===== src/rtl/reset_shutdown_sequencer.sv =====
// reset_shutdown_sequencer: staged power-up release, muted orderly shutdown and restart of subsystem resets
module reset_shutdown_sequencer #(
    parameter int CNT_W   = 22,
    parameter int GAP     = 22'h100000,
    parameter int HOLD    = 22'h100000,
    parameter int TIMEOUT = 22'h3FFFFF
) (
    input  logic iCLK,
    input  logic reset_reg_N,
    input  logic soft_req,
    input  logic mute_ack,
    output logic oRST_0,
    output logic oRST_1,
    output logic oRST_2,
    output logic oMUTE_REQ,
    output logic oBUSY,
    output logic oDONE,
    output logic oTMO
);
    localparam logic [CNT_W-1:0] GAP_M  = CNT_W'(GAP - 1);
    localparam logic [CNT_W-1:0] HOLD_M = CNT_W'(HOLD - 1);
    localparam logic [CNT_W-1:0] TMO_M  = CNT_W'(TIMEOUT - 1);
    typedef enum logic [2:0] {ST_PU0, ST_PU1, ST_PU2, ST_RUN, ST_MUTE, ST_DN1, ST_DN0, ST_HOLD} state_t;
    state_t           state_q;
    logic [CNT_W-1:0] cnt_q;
    logic             req_q;
    // Sequencer: each wait state exits on the edge where cnt_q reaches its length minus one
    always_ff @(posedge iCLK or negedge reset_reg_N) begin
        if (!reset_reg_N) begin
            state_q   <= ST_PU0;
            cnt_q     <= '0;
            req_q     <= 1'b0;
            oRST_0    <= 1'b0;
            oRST_1    <= 1'b0;
            oRST_2    <= 1'b0;
            oMUTE_REQ <= 1'b0;
            oBUSY     <= 1'b1;
            oDONE     <= 1'b0;
            oTMO      <= 1'b0;
        end else begin
            req_q <= soft_req;
            oDONE <= 1'b0;
            cnt_q <= cnt_q + 1'b1;
            case (state_q)
                ST_PU0: if (cnt_q == GAP_M) begin
                    state_q <= ST_PU1;
                    cnt_q   <= '0;
                    oRST_0  <= 1'b1;
                end
                ST_PU1: if (cnt_q == GAP_M) begin
                    state_q <= ST_PU2;
                    cnt_q   <= '0;
                    oRST_1  <= 1'b1;
                end
                ST_PU2: if (cnt_q == GAP_M) begin
                    state_q   <= ST_RUN;
                    cnt_q     <= '0;
                    oRST_2    <= 1'b1;
                    oMUTE_REQ <= 1'b0;
                    oBUSY     <= 1'b0;
                    oDONE     <= 1'b1;
                end
                ST_RUN: begin
                    cnt_q <= '0;
                    if (soft_req && !req_q) begin
                        state_q   <= ST_MUTE;
                        oMUTE_REQ <= 1'b1;
                        oBUSY     <= 1'b1;
                        oTMO      <= 1'b0;
                    end
                end
                ST_MUTE: if (mute_ack || cnt_q == TMO_M) begin
                    state_q <= ST_DN1;
                    cnt_q   <= '0;
                    oRST_2  <= 1'b0;
                    oTMO    <= !mute_ack;
                end
                ST_DN1: if (cnt_q == GAP_M) begin
                    state_q <= ST_DN0;
                    cnt_q   <= '0;
                    oRST_1  <= 1'b0;
                end
                ST_DN0: if (cnt_q == GAP_M) begin
                    state_q <= ST_HOLD;
                    cnt_q   <= '0;
                    oRST_0  <= 1'b0;
                end
                ST_HOLD: if (cnt_q == HOLD_M) begin
                    state_q <= ST_PU1;
                    cnt_q   <= '0;
                    oRST_0  <= 1'b1;
                end
            endcase
        end
    end
endmodule


===== config.mk =====
export PLATFORM = sky130hd
export DESIGN_NAME = reset_shutdown_sequencer
export DESIGN_NICKNAME = d
export VERILOG_FILES = /design/src/rtl/reset_shutdown_sequencer.sv
export SDC_FILE = /design/constraint.sdc
export NUM_CORES = 1
export LEC_CHECK = 0
export BUFFER_PORTS_ARGS = -buffer_cell sky130_fd_sc_hd__clkbuf_2
export CORE_UTILIZATION = 33
export DETAILED_ROUTE_END_ITERATION = 12
export MAX_ROUTING_LAYER = met4
export PLACE_DENSITY = 0.54
export SYNTH_ARGS = -nofsm -noshare
export SYNTH_HDL_FRONTEND = slang
export SYNTH_SLANG_ARGS = --single-unit

===== constraint.sdc =====
create_clock -name iCLK -period 4.5 [get_ports iCLK]
set_input_delay 1.35 -clock iCLK [delete_from_list [all_inputs] [get_ports iCLK]]
set_output_delay 1.35 -clock iCLK [all_outputs]
set_load 0.01 [all_outputs]

==> impl_metrics.yaml, run 1 <==
power_and_ir_drop:
  p_clk_share_pct: 25.9
  power_uw: 942
  p_seq_share_pct: 40.0
  swShare_pct: 37.1
  p_int_uw: 593
  power_density_nw_per_um2: 480
  p_leak_nw: 0.895
  switchingPower_uw: 349
  ir_drop_uv: 179
  combPwrFrac_pct: 34.1
detailed_routing:
  wl_um: 3120
  vias: 1203
  ant_nets: 0
  dr.pass1.iters: 3
  drt_iter0_drc: 40
  drc: 0
  vias_per_cell: 4.72
  wire_per_inst_um: 12.2
synthesis:
  ys_warn_count: 0
  synth_cell_type_count: 38
  ys.flop_type: "dfrtp_1"
  synth_edf_count: 0
  syn-num-nets: 182
  synth_seq_cells: 33
  yosysSeqAreaShare_pct: 47.3
  avgSynthCellArea_um2: 10.2
  async_flop_share_pct: 100
  syn_inst: 172
  synthesis.area_um2: 1750
sta:
  rsz0062_at_grt: "false"
  fmax_mhz: 394
  finalHoldViolCount: 0
  post-route-period-util_pct: 56.3
  setup_violations: 0
  worst_slack_ps: 1960
  relSlewSlack_pct: 31.7
  layout_min_cycle_time_ps: 2540
  holdWs_ps: 492
  drv_slew: 0
  tightest_slew_ps: 1020
  setup_tns_ps: 0
  clock_skew_ps: 1.31
floorplan:
  coreArea_um2: 5110
  dieArea_um2: 5600
  io_pins: 11
  fp.dieH_um: 74.8
  initial_core_util_pct: 34.2
  die_w_um: 74.8
  rows: 26
cts:
  cts_buffers: 5
  clk_latency_ps: 280
  ctsHoldBuffers: 0
  clock_sinks: 33
  cts_tree: "yes"
  root_buffer: "clkbuf_8"
  clock_path_buffers: 2
  clk_pin_slew_ps: 70
  cts_resized: 0
  postCtsSetupBuffers: 0
  h-tree-depth: 2
worst_setup_path:
  cp_max_fo: 22
  crit_path_start: "cnt_q[0]"
  worst-setup-path-type: "reg -> reg"
  required_ps: 4630
  arrival_ps: 2660
  r2r_end: "cnt_q[17]"
  r2r_start: "cnt_q[0]"
  start_kind: "flop"
  reg2reg_slack_ps: 1960
  r2r_cells: 6
  end_kind: "flop"
min_path:
  holdPathStages: 1
  hp-class: "reg -> reg"
  whs_endpoint: "oRST_2"
  hp-start: "oRST_2"
final_layout:
  top_register: "cnt_q"
  final_cells: 255
  antenna-diode-count: 0
  largest_reg_flops: 22
  fin_util_pct: 38.4
  reg.largest.list: "cnt_q: 22 flops, state_q: 3 flops"
  finalInstanceArea_um2: 1960
  nets: 194
  synthToLayoutAreaGrowth_pct: 12.1
  drive_above_1_share_pct: 15.7
  fillers: 534
place:
  placed_area_um2: 1860
  routabilityCongestion: 0.715
  pre_cts_slack_ps: 1720
  dp_cells: 247
  portBuffers: 10
  hpwl_um: 2120
global_route:
  grt_use_total_pct: 14.1
  antenna_found_initial: 0
  grt_pass1_vias: 1166
  grt_pass1_wl_um: 5600
  grt_max_degree: 34
  gr-total-overflow: 0
run:
  maxCapViolCount: 0
run_status:
  status: "finished clean"
[power groups by stage]
stage               combinational [mW]  sequential [mW]  clock, mW
detailed placement               0.326            0.382          0
global route                     0.367            0.383      0.273
global placement                 0.328            0.382          0
CTS                              0.326            0.376      0.252
finish                           0.321            0.377      0.244
floorplan                        0.280            0.369          0
[cells by family after synthesis]
| kind of cell | count (synthesis) | synth area share, % |
|---|---|---|
| and+or+nand+nor | 83 | 24.5 |
| DFF | 33 | 47.3 |
| xor gates and xnor gates | 20 | 10.0 |
| AOI/OAI and AO/OA | 18 | 9.51 |
| buffers and inverters | 9 | 2.43 |
| adders and majority gates | 6 | 4.29 |
| muxes | 3 | 1.93 |
[worst max-delay path, cell delays in order, from the launching register on]
cell,delay (ps)
dfrtp_1,400
ha_1,190
and3_1,370
nand2_1,120
or3_4,390
a21boi_2,780
nor2_1,120
[area by class of cell]
type                    instances  area, µm²  area share, %
inverters                       4       15.0          0.766
well taps                      70       87.6           4.47
flip-flops and latches         33        827           42.2
repair buffers                 10       50.0           2.55
multi-input cells             130        880           44.9
clock buffers                   7       96.3           4.91
clock inverters                 1       5.00          0.255
[worst max-delay path by stage]
| stage | slack, ps | cells past startpoint | to |
|---|---|---|---|
| 3_3_place_gp | 1760 | 5 | cnt_q[19] |
| 5_1_grt | 1690 | 6 | cnt_q[17] |
| 2_1_floorplan | 2400 | 4 | state_q[0] |
| 3_5_place_dp | 1720 | 5 | cnt_q[16] |
| 6_report | 1960 | 6 | cnt_q[17] |
| 4_1_cts | 1940 | 6 | cnt_q[17] |
[placed cells by master, fill, tap and decap left out, types with 5 or more instances in the layout]
cell type | synthesis | final
clkbuf_2 | 0 | 10
nor3_1 | 5 | 5
nand2_1 | 11 | 11
dfrtp_1 | 32 | 32
nand3_1 | 10 | 10
xnor2_1 | 8 | 8
nor2b_1 | 5 | 5
ha_1 | 6 | 6
nand4_1 | 5 | 5
clkbuf_8 | 0 | 7
xor2_1 | 12 | 12
nor2_1 | 33 | 33
[synth_stat cells, drive strengths merged (4+ instances only)]
cell	instances	area share (%)
nor2	33	7.1
dfrtp	32	46
xor2	12	6.0
nand2	11	2.4
nand3	10	2.9
xnor2	8	4.0
and4	6	3.2
ha	6	4.3
nand4	6	3.0
nor2b	5	1.8
nor3	5	1.4
inv	4	0.86
[routing by layer]
metal,global-route usage [%],share of wire (%),vias up
li1,-,-,618
met5,-,0,-
met1,18.8,53,566
met4,5.03,1.5,0
met3,5.22,2.9,6
met2,19.5,42,13
Note: power is estimated with default switching activity, not from simulation.
==> inputs of run 2 (changes only) <==
--- a/config.mk
+++ b/config.mk
@@ -9,7 +9,7 @@
 export CORE_UTILIZATION = 33
 export DETAILED_ROUTE_END_ITERATION = 12
 export MAX_ROUTING_LAYER = met4
-export PLACE_DENSITY = 0.54
+export PLACE_DENSITY = 0.55
 export SYNTH_ARGS = -nofsm -noshare
 export SYNTH_HDL_FRONTEND = slang
 export SYNTH_SLANG_ARGS = --single-unit
==> constraint.sdc (replaced) <==
create_clock -name iCLK -period 2.25 [get_ports iCLK]
set_input_delay 0.675 -clock iCLK [delete_from_list [all_inputs] [get_ports iCLK]]
set_output_delay 0.675 -clock iCLK [all_outputs]
set_load 0.01 [all_outputs]
==> run 2 against run 1 <==
- worst setup slack lost 1700 ps
- combinational power grew 130%
- power grew 110%
- die area is the same
- final area grew 2.4%
- clock-buffer cell count shrank 2
- global-route usage grew 0.46 points
- critical endpoint is now state_q[0]
- clock skew grew 5.0 ps
- largest power group unchanged
==> impl_metrics.yaml, run 2 (same netlist as run 1, synthesis figures left out) <==
worst_setup_path:
  crit_path_start: "state_q[1]"
  r2r_start: "state_q[1]"
  crit_path_end: "state_q[0]"
  arrival_ps: 2140
  start_kind: "flop"
  worst-setup-path-type: "reg -> reg"
  reg2reg_slack_ps: 290
  r2r_end: "state_q[0]"
  end_kind: "flop"
  required_ps: 2430
  cp_max_fo: 7
  r2r_cells: 6
detailed_routing:
  wire_per_inst_um: 12.6
  ant_nets: 0
  drc: 0
  drt_iter0_drc: 77
  dr.pass1.iters: 4
  wl_um: 3290
  vias_per_cell: 4.87
  vias: 1266
sta:
  drv_slew: 0
  fmax_mhz: 509
  finalHoldViolCount: 0
  layout_min_cycle_time_ps: 1960
  clock_skew_ps: 6.33
  rsz0062_at_grt: "false"
  holdWs_ps: 312
  setup_tns_ps: 0
  post-route-period-util_pct: 87.2
  worst_slack_ps: 287
  tightest_slew_ps: 523
  relSlewSlack_pct: 64.9
  setup_violations: 0
power_and_ir_drop:
  ir_drop_uv: 329
  p_leak_nw: 0.919
  power_density_nw_per_um2: 974
place:
  hpwl_um: 2300
  routabilityCongestion: 0.831
  pre_cts_slack_ps: 276
  dp_cells: 252
  portBuffers: 10
final_layout:
  reg.largest.list: "cnt_q: 22 flops, state_q: 3 flops"
  drive_above_1_share_pct: 17.9
  antenna-diode-count: 0
  nets: 199
  layout_common_cells: "33 x nor2_1, 32 x dfrtp_1, 12 x xor2_1, 11 x nand2_1"
  fin_util_pct: 39.3
  largest_reg_flops: 22
  final_common_cell: "nor2_1"
  final_cells: 260
  synthToLayoutAreaGrowth_pct: 14.8
  top_register: "cnt_q"
cts:
  h-tree-depth: 2
  clock_path_buffers: 2
  clk_pin_slew_ps: 80
  clk_latency_ps: 290
  cts_resized: 0
  ctsHoldBuffers: 0
  postCtsSetupBuffers: 0
  cts_buffers: 5
  root_buffer: "clkbuf_8"
  cts_tree: "yes"
  clock_sinks: 33
floorplan:
  coreArea_um2: 5110
  dieArea_um2: 5600
  initial_core_util_pct: 34.2
  rows: 26
  io_pins: 11
  fp.dieH_um: 74.8
  die_w_um: 74.8
global_route:
  grt_pass1_wl_um: 5710
  grt_pass1_vias: 1260
  antenna_found_initial: 0
  gr-total-overflow: 0
  grt_use_total_pct: 14.6
  grt_max_degree: 23
run_status:
  status: "finished clean"
run:
  maxCapViolCount: 0
min_path:
  hp-class: "in -> async"
==> run 2: per-layer routing <==
metal | GRT usage (%) | routed length [µm] | share of wire [%] | up-vias
li1 | - | - | - | 632
met5 | - | 0 | 0 | -
met4 | 8.81 | 85 | 2.6 | 0
met1 | 17.6 | 1610 | 49 | 607
met3 | 4.02 | 102 | 3.1 | 8
met2 | 21.6 | 1490 | 45 | 19
==> run 2: metrics by stage <==
step                instance area (µm²)  total power [mW]
floorplan                          1750              1.30
global placement                   1920              1.53
detailed placement                 1920              1.53
CTS                                2010              1.98
global route                       2010              2.11
finish                             2010              1.96
==> run 2: power by group <==
part           leakage [nW]  internal [mW]  switching, mW
Combinational         0.428          0.333          0.420
Sequential            0.447          0.667         0.0868
Clock                0.0439          0.213          0.236
Total                 0.919           1.21          0.742
==> run 2: cell type report <==
| class | instances | area (µm²) |
|---|---|---|
| clock inverters | 3 | 17.5 |
| inverters | 4 | 15.0 |
| well taps | 70 | 87.6 |
| flip-flops and latches | 33 | 827 |
| repair buffers | 15 | 113 |
| multi-input cells | 130 | 880 |
| clock buffers | 5 | 68.8 |
| fillers | 513 | 3100 |
==> run 2: how the worst min path moves through the flow <==
| stage | from | to | slack, ps | cells after the start |
|---|---|---|---|---|
| after floorplan | reset_reg_N | cnt_q[0] | 380 | 0 |
| after global placement | oRST_2 | oRST_2 | 460 | 1 |
| after detailed placement | oRST_2 | oRST_2 | 470 | 1 |
| after CTS | reset_reg_N | oDONE | 320 | 1 |
| after global routing | reset_reg_N | oTMO | 340 | 1 |
| final | reset_reg_N | oMUTE_REQ | 310 | 1 |
==> run 2: worst max-delay path, stage by stage (launching register included) <==
cell       delay (ps)
dfrtp_1           450
inv_1             110
ha_1              200
nor2b_1           140
a2111oi_0         440
o211ai_1          210
mux2_2            310
==> inputs of run 3 (changes only) <==
--- a/config.mk
+++ b/config.mk
@@ -5,6 +5,7 @@
 export SDC_FILE = /design/constraint.sdc
 export NUM_CORES = 1
 export LEC_CHECK = 0
+export ABC_AREA = 1
 export BUFFER_PORTS_ARGS = -buffer_cell sky130_fd_sc_hd__clkbuf_2
 export CORE_UTILIZATION = 33
 export DETAILED_ROUTE_END_ITERATION = 12
==> run 3 against run 2 <==
- synthesized area is 5.4% higher
- clock skew hardly changed
- utilization is 0.43 points higher
- largest cell class unchanged
==> impl_metrics.yaml, run 3 <==
cts:
  clock_path_buffers: 2
  clk_pin_slew_ps: 70
  cts_tree: "yes"
  cts_buffers: 5
  clk_latency_ps: 280
  postCtsSetupBuffers: 0
  ctsHoldBuffers: 0
  root_buffer: "clkbuf_8"
  clock_sinks: 33
  cts_resized: 0
  h-tree-depth: 2
worst_setup_path:
  start_kind: "flop"
  r2r_end: "cnt_q[20]"
  r2r_cells: 10
  arrival_ps: 2120
  reg2reg_slack_ps: 280
  crit_path_end: "cnt_q[20]"
  crit_path_start: "cnt_q[0]"
  r2r_start: "cnt_q[0]"
  end_kind: "flop"
  cp_max_fo: 22
  required_ps: 2400
  worst-setup-path-type: "reg -> reg"
synthesis:
  synth_cell_type_count: 23
  avgSynthCellArea_um2: 7.78
  ys_warn_count: 0
  syn_inst: 237
  synth_most_common_cell: "nand2_1"
  synth_edf_count: 0
  synth_top_area_share_pct: 43.4
  yosysSeqAreaShare_pct: 44.9
  ys.flop_type: "dfrtp_1"
  synth_seq_cells: 33
  synthTopCellsByCount: "60 x nand2_1, 51 x nor2_1, 32 x dfrtp_1"
  yosysTopAreaCell: "dfrtp_1"
  syn-num-nets: 247
  async_flop_share_pct: 100
  synth_area_leaders: "dfrtp_1 43%, nand2_1 12%, nor2_1 10%"
  synthesis.area_um2: 1840
global_route:
  antenna_found_initial: 0
  grt_max_degree: 34
  grt_pass1_vias: 1420
  grt_pass1_wl_um: 6330
  grt_use_total_pct: 14.0
  gr-total-overflow: 0
sta:
  rsz0062_at_grt: "false"
  layout_min_cycle_time_ps: 1970
  relSlewSlack_pct: 67.6
  finalHoldViolCount: 0
  post-route-period-util_pct: 87.5
  setup_violations: 0
  fmax_mhz: 508
  tightest_slew_ps: 483
  clock_skew_ps: 5.91
  drv_slew: 0
  setup_tns_ps: 0
detailed_routing:
  vias_per_cell: 4.44
  drt_iter0_drc: 93
  drc: 0
  wire_per_inst_um: 11.2
  vias: 1439
  wl_um: 3640
  dr.pass1.iters: 4
  ant_nets: 0
floorplan:
  die_w_um: 76.7
  initial_core_util_pct: 35.2
  dieArea_um2: 5890
  coreArea_um2: 5240
  fp.dieH_um: 76.7
  rows: 26
  io_pins: 11
final_layout:
  drive_above_1_share_pct: 11.8
  reg.largest.list: "cnt_q: 22 flops, state_q: 3 flops"
  final_common_cell: "nand2_1"
  regArea_um2: 827
  layout_common_cells: "60 x nand2_1, 51 x nor2_1, 32 x dfrtp_1, 20 x inv_1, 16 x nand3_1"
  antenna-diode-count: 0
  top_register: "cnt_q"
  fillers: 537
  synthToLayoutAreaGrowth_pct: 13.0
  finalInstanceArea_um2: 2080
  largest_reg_flops: 22
  final_cells: 324
  multiInputGateArea_um2: 915
  fin_util_pct: 39.8
  nets: 263
place:
  placed_area_um2: 1970
  routabilityCongestion: 0.831
  dp_cells: 316
  portBuffers: 10
  hpwl_um: 2670
power_and_ir_drop:
  power_density_nw_per_um2: 571
  p_leak_nw: 1.02
  ir_drop_uv: 281
  power_mw: 1.19
run_status:
  status: "finished clean"
run:
  maxCapViolCount: 0
min_path:
  hp-class: "in -> async"
-- run 3: cell count changes in the layout (fill, tap and decap cells not counted), moves of 4 or more --
cell / change
inv_1: +16
nand3_1: +6
o21ai_0: +6
nor2b_1: -5
and4_1: -4
nand2_2: +4
nor2_1: +18
nand2_1: +49
xor2_1: -5
-- run 3: critical path: stages (launching register included) --
cell and delay (ps):
dfrtp_1 430, ha_1 210, inv_1 70, nor2_2 150
nand2_2 150, nor2_4 170, nand2_2 110, o21ai_2 70
nand2_1 70, inv_2 300, nor2_1 100
-- run 3: how the worst min path moves through the flow --
stage / from / to / slack (ps) / cells after the start
4_1_cts: reset_reg_N / cnt_q[4] / 420 / 2
5_1_grt: reset_reg_N / cnt_q[4] / 450 / 2
6_report: reset_reg_N / cnt_q[21] / 410 / 2
2_1_floorplan: reset_reg_N / cnt_q[0] / 380 / 0
3_5_place_dp: oBUSY / oBUSY / 460 / 2
3_3_place_gp: oBUSY / oBUSY / 460 / 2
-- run 3: where the power goes --
part	internal (mW)	switching, mW	leakage (nW)
combinational	0.00312	0.0120	0.518
sequential	0.594	0.000183	0.440
clock	0.361	0.218	0.0585
total	0.958	0.230	1.02
-- run 3: final cells by class --
class,instances,area share (%)
multi-input cells,181,43.9
flip-flops and latches,33,39.7
well taps,70,4.21
clock buffers,7,4.15
inverters,21,3.79
repair buffers,11,2.76
clock inverters,1,1.44
-- run 3: routing by layer --
layer | track usage, % | vias up | routed length (µm)
met1 | 17.8 | 637 | 1930
met3 | 3.21 | 4 | 112
li1 | - | 775 | -
met4 | 5.77 | 0 | 48
met2 | 21.6 | 23 | 1540
met5 | - | - | 0
-- run 3: kinds of logic (layout without fill, tap and decap cells) --
group / count (synthesis) / in the layout / share of synthesized area, %
xor gates and xnor gates: 16 / 16 / 7.60
AOI/OAI and AO/OA: 11 / 11 / 3.46
DFF: 33 / 33 / 44.9
and+or+nand+nor: 148 / 148 / 34.5
adders and majority gates: 6 / 6 / 4.07
buffers and inverters: 23 / 40 / 5.50
-- run 3: through the flow --
stage / hold slack [ps] / setup WS, ps
floorplan: 379 / 625
global placement: 456 / 374
detailed placement: 459 / 276
CTS: 422 / 253
global route: 446 / 61.3
finish: 406 / 282
